File: src/rtl/dff_pipe_chain.sv
// Elastic WIDTH x DEPTH register pipeline with per-stage valid bits, valid/ready
// backpressure, bubble collapsing, synchronous flush and an occupancy counter.
module dff_pipe_chain #(
    parameter int WIDTH = 2,
    parameter int DEPTH = 4,
    parameter int CW    = $clog2(DEPTH + 1)
) (
    input  logic             Clock,
    input  logic             Resetn,
    input  logic             flush,
    input  logic             in_valid,
    input  logic [WIDTH-1:0] in_data,
    output logic             in_ready,
    output logic             out_valid,
    output logic [WIDTH-1:0] out_data,
    input  logic             out_ready,
    output logic [CW-1:0]    occupancy
);

    logic [DEPTH-1:0]            validR;
    logic [DEPTH-1:0][WIDTH-1:0] dataR;
    logic [CW-1:0]               occR;
    logic [DEPTH-1:0]            rdyS;
    logic                        acceptS;
    logic                        emitS;

    // Stage readiness: a stage may load when any stage at or beyond it is empty or the consumer takes the last word.
    always_comb begin
        logic holeS;
        holeS = 1'b0;
        rdyS  = '0;
        for (int i = DEPTH - 1; i >= 0; i--) begin
            holeS   = holeS | ~validR[i];
            rdyS[i] = holeS | out_ready;
        end
    end

    // Handshake qualifiers for the input and output ports.
    always_comb begin
        in_ready = rdyS[0] & ~flush;
        acceptS  = in_valid & in_ready;
        emitS    = validR[DEPTH-1] & out_ready;
    end

    // Stage registers: each ready stage loads its upstream neighbour, stalled stages hold.
    always_ff @(posedge Clock) begin
        if (!Resetn) begin
            validR <= '0;
            dataR  <= '0;
        end else if (flush) begin
            validR <= '0;
        end else begin
            if (rdyS[0]) begin
                validR[0] <= in_valid;
                dataR[0]  <= in_data;
            end
            for (int i = 1; i < DEPTH; i++) begin
                if (rdyS[i]) begin
                    validR[i] <= validR[i-1];
                    dataR[i]  <= dataR[i-1];
                end
            end
        end
    end

    // Occupancy counter; tracks popcount of the valid bits by counting handshakes.
    always_ff @(posedge Clock) begin
        if (!Resetn) begin
            occR <= '0;
        end else if (flush) begin
            occR <= '0;
        end else begin
            occR <= occR + CW'(acceptS) - CW'(emitS);
        end
    end

    assign out_valid = validR[DEPTH-1];
    assign out_data  = dataR[DEPTH-1];
    assign occupancy = occR;

endmodule

File: config.mk
export PLATFORM = sky130hd
export DESIGN_NAME = dff_pipe_chain
export DESIGN_NICKNAME = d
export VERILOG_FILES = /design/src/rtl/dff_pipe_chain.sv
export SDC_FILE = /design/constraint.sdc
export NUM_CORES = 1
export LEC_CHECK = 0
export BUFFER_PORTS_ARGS = -buffer_cell sky130_fd_sc_hd__buf_2
export CAP_MARGIN = 0
export CORE_AREA = 2 2 41 43
export DETAILED_ROUTE_END_ITERATION = 8
export DIE_AREA = 0 0 43 45
export GPL_TIMING_DRIVEN = 0
export PLACE_DENSITY = 0.74
export SLEW_MARGIN = 10
export SYNTH_ARGS = -nofsm -noshare
export SYNTH_HDL_FRONTEND = slang
export SYNTH_SLANG_ARGS = --single-unit
File: constraint.sdc
create_clock -name Clock -period 6.6 [get_ports Clock]
set_input_delay 1.32 -clock Clock [delete_from_list [all_inputs] [get_ports Clock]]
set_output_delay 1.32 -clock Clock [all_outputs]
set_load 0.01 [all_outputs]
==> flow_summary.rst <==
.. list-table::
   :header-rows: 1

   * - Metric
     - Value
   * - Status
     - finished clean
   * - Multiplexer fraction of the synthesized cell area
     - 9.84%
   * - CP max stage delay
     - about 0.21 ns
   * - Number of setup buffers added after CTS
     - 0
   * - Number of failing hold endpoints at the final stage
     - 0
   * - CTS sink cnt
     - 15
   * - Max-capacitance violation count
     - 0
   * - Sequential Area
     - 300 um2
   * - CP most frequent cell
     - sky130_fd_sc_hd__buf_2
   * - Number of search-and-repair iterations in the first detailed-routing pass
     - 4
   * - Switch Pwr
     - 39.4 uW
   * - Total core area
     - 0.00147 mm2
   * - Most common library cell in the layout ignoring fill and taps
     - sky130_fd_sc_hd__dfxtp_1
   * - Commonest cells after routing, fill and taps aside
     - sky130_fd_sc_hd__dfxtp_1 (15), sky130_fd_sc_hd__buf_2 (14), sky130_fd_sc_hd__nand2_1 (8), sky130_fd_sc_hd__nor2_1 (8)
   * - Transition time of the tightest slew-check pin
     - 0.337 ns
   * - Relative slew slack
     - 77.5%
   * - Die area
     - roughly 0.0019 mm2
   * - IR Drop Worst-Case VDD
     - 0.000102 V
   * - Root Driver
     - sky130_fd_sc_hd__clkbuf_4
   * - Post-cts sizing count
     - 0
   * - First-pass GRT wire length
     - 2120 um
   * - Final standard cell utilization of the core
     - 55.6%
   * - Combined area of the multi-input logic cells
     - 353 um2
   * - Final period util
     - 51.6%
   * - Number of instances in the synthesized netlist
     - 77
   * - Number of nets with antenna violations after routing
     - 0
   * - Category of the worst setup path launch point
     - input pin
   * - Most instantiated flip-flop cell in the synthesis netlist
     - sky130_fd_sc_hd__dfxtp_1
   * - Worst Path Required
     - 5.28 ns
   * - Timing-limited maximum frequency
     - 294 MHz
   * - Power density over cell area
     - 200 mW/mm2
   * - Layout Area Growth over Synthesis
     - 14.9%
   * - Sequential share of the synthesized area
     - ~42%
   * - Slew Limit Fails
     - 0
   * - Weighted congestion reported at the end of routability-driven placement
     - 0.765
   * - Largest net degree at the start of global routing
     - 11
   * - Fraction of synthesized cell area taken by the top area cell type
     - 42.2%
   * - Unrepaired setup endpoints after global routing
     - false
   * - Yosys warning count
     - 0
   * - Post-synthesis share of cell area spent on xor and xnor gates
     - 2.46%
   * - Flop pwr share
     - 58.5%
   * - Crit path max fanout
     - 6
   * - CTS clk-pin slew, worst paths
     - 0.09 ns
   * - Clk network pwr share
     - 32.0%
   * - Design internal power
     - 124 uW
   * - Number of nets in the synthesized netlist
     - 87
   * - Combined area of all synthesized cells
     - 712 um2
   * - Compound-cell area share of the yosys netlist
     - around 10%
   * - Number of primary I/O pins
     - 14
   * - Biggest area consumer among synthesized cells
     - sky130_fd_sc_hd__dfxtp_1
   * - Proportion of total power due to net switching
     - 24.1%
   * - Number of vias per cell
     - ~5.1
   * - Detailed-route via count
     - 552
   * - Reported leakage power
     - 0.386 nW
   * - Setup TNS
     - 0 ns
   * - Remaining global-route overflow
     - 0
   * - Post-Syn Area per Cell
     - a little over 9 um2
   * - Setup skew after layout
     - 0.000468 ns
   * - Synth Register Bits
     - 15
   * - Number of buffers added by the clock tree synthesis step
     - 3
   * - CTS H-Tree Depth
     - 1
   * - Class of the tightest hold or removal check
     - reg -> reg
   * - Iter 0 DRT Violations
     - 5
   * - Worst Path Arrival
     - 2.09 ns
   * - Number of synthesized flops with an enable pin
     - 0
   * - Starting density of the core
     - 48.4%
   * - Number of remaining DRC errors
     - 0
   * - Post-DR wirelength/cell
     - 12.0 um
   * - Final setup violation count
     - 0
   * - Category of the critical setup timing path
     - in -> out
   * - Overall routing resource usage
     - 15.2%
   * - Half-perimeter wire length after placement
     - 937 um
   * - Fraction of the mapped netlist area in simple logic gates
     - 20.7%
   * - Share of post-route cells with drive strength above 1
     - 26.9%
   * - Critical path's slowest cell
     - sky130_fd_sc_hd__and4b_1
   * - CP endpoint kind
     - output port
   * - Leading post-synthesis cells by cell area
     - sky130_fd_sc_hd__dfxtp_1 (42%), sky130_fd_sc_hd__mux2i_1 (5.6%), sky130_fd_sc_hd__o311ai_2 (4.6%), sky130_fd_sc_hd__a21oi_1 (4.2%), sky130_fd_sc_hd__nand3_1 (4.2%)
   * - Antenna fix cells
     - 0
   * - Count of unique library cells instantiated by Yosys
     - 24
   * - Routed wire length
     - 1310 um
   * - Proportion of power drawn by combinational gates
     - 9.5%
   * - Main combinational cell family by area after synthesis
     - simple AND/OR/NAND/NOR gates
   * - Horizontal extent of the die
     - 43 um
   * - Clock network latency to the later pin of the worst-skew pair
     - about 0.28 ns
   * - Clock tree from TritonCTS
     - done
   * - Critical path, cell by cell
     - buf_2, and4b_1, buf_6, a21oi_1, buf_2
   * - Post-synth ARST share
     - 0%
   * - Number of global-route vias before repair
     - around 520
   * - Hold-fix buffers, CTS
     - 0
   * - Final nets
     - 104
   * - Cell row count
     - 14
   * - IO Port Bufs
     - 12
   * - Initial antenna violation count
     - 0
   * - Maximum clock path buffer count
     - 2
   * - Adder and majority gate portion of the synthesized area
     - 6.33%
   * - Height of the die
     - between 40 and 50 um
   * - Shortest clock period the worst path allows after layout
     - 3.41 ns
   * - Number of fillers in the final layout
     - 151
-- synthesized netlist by cell type (2+ instances only) --
| master | number |
|---|---|
| sky130_fd_sc_hd__a21oi_1 | 6 |
| sky130_fd_sc_hd__buf_2 | 2 |
| sky130_fd_sc_hd__buf_4 | 2 |
| sky130_fd_sc_hd__dfxtp_1 | 15 |
| sky130_fd_sc_hd__ha_1 | 2 |
| sky130_fd_sc_hd__inv_1 | 6 |
| sky130_fd_sc_hd__mux2_4 | 2 |
| sky130_fd_sc_hd__mux2i_1 | 4 |
| sky130_fd_sc_hd__nand2_1 | 8 |
| sky130_fd_sc_hd__nand3_1 | 6 |
| sky130_fd_sc_hd__nand3b_1 | 2 |
| sky130_fd_sc_hd__nor2_1 | 8 |
| sky130_fd_sc_hd__o21ai_0 | 2 |
| sky130_fd_sc_hd__o311ai_2 | 2 |
-- power groups by stage --
| stage | sequential [mW] | combinational (mW) | clock, mW |
|---|---|---|---|
| after CTS | 0.0956 | 0.0157 | 0.0538 |
| final | 0.0956 | 0.0155 | 0.0524 |
| after floorplan | 0.0973 | 0.0105 | 0 |
| after global placement | 0.0975 | 0.0149 | 0 |
| after detailed placement | 0.0977 | 0.0154 | 0 |
| after global routing | 0.0961 | 0.0174 | 0.0574 |
-- cells by family after synthesis --
| family | count (synthesis) |
|---|---|
| adder cells (fa/ha/maj) | 3 |
| buffers and inverters | 11 |
| AND/OR/NAND/NOR | 30 |
| XOR/XNOR | 2 |
| flip-flops | 15 |
| AO/OA/AOI/OAI | 10 |
| multiplexers | 6 |
-- through the flow --
step                cell area [um2]  worst slack [ns]  power, mW  hold slack (ns)  std cells
global route                    818              3.13      0.171            0.490        109
detailed placement              792              3.20      0.113            0.447        105
CTS                             818              3.18      0.165            0.463        109
global placement                792              3.21      0.112            0.443        105
finish                          818              3.19      0.163            0.467        109
floorplan                       712              3.39      0.108            0.430         77
-- layer usage --
layer | up-vias | share of wire, % | track usage [%]
met2 | 14 | 48 | 26.1
met1 | 247 | 46 | 17.7
met4 | 0 | 1.9 | 9.09
li1 | 287 | - | -
met5 | - | 0 | 0
met3 | 4 | 4.2 | 2.80
-- worst paths after layout --
path	slack, ns	from	cells past startpoint	endpoint
setup / recovery	3.19	out_ready	5	in_ready
hold / removal	0.47	validR[1]$_SDFFE_PP0N_	2	validR[2]$_SDFFE_PP0N_
setup reg to reg	4.33	validR[2]$_SDFFE_PP0N_	11	occupancy[2]$_SDFF_PP0_
hold reg to reg	0.47	validR[1]$_SDFFE_PP0N_	2	validR[2]$_SDFFE_PP0N_
-- area by class of cell --
cell class	instances	area share, %
multi-input cells	51	43.1
plain buffers	5	4.43
repair buffers	12	7.34
flip-flops and latches	15	36.7
clock buffers	4	3.21
inverters	6	2.75
well taps	16	2.45
-- critical path: cells and delay by family --
| family | cells | cell delay (ns) |
|---|---|---|
| compound gates | 1 | 0.16 |
| buf+inv | 3 | 0.39 |
| simple gates | 1 | 0.21 |
-- flip-flops by register name, summed over array words and instances, names as in the netlist --
register and cells:
validR 4, out_data 2, dataR 6, occupancy 3
Note: power is estimated with default switching activity, not from simulation.
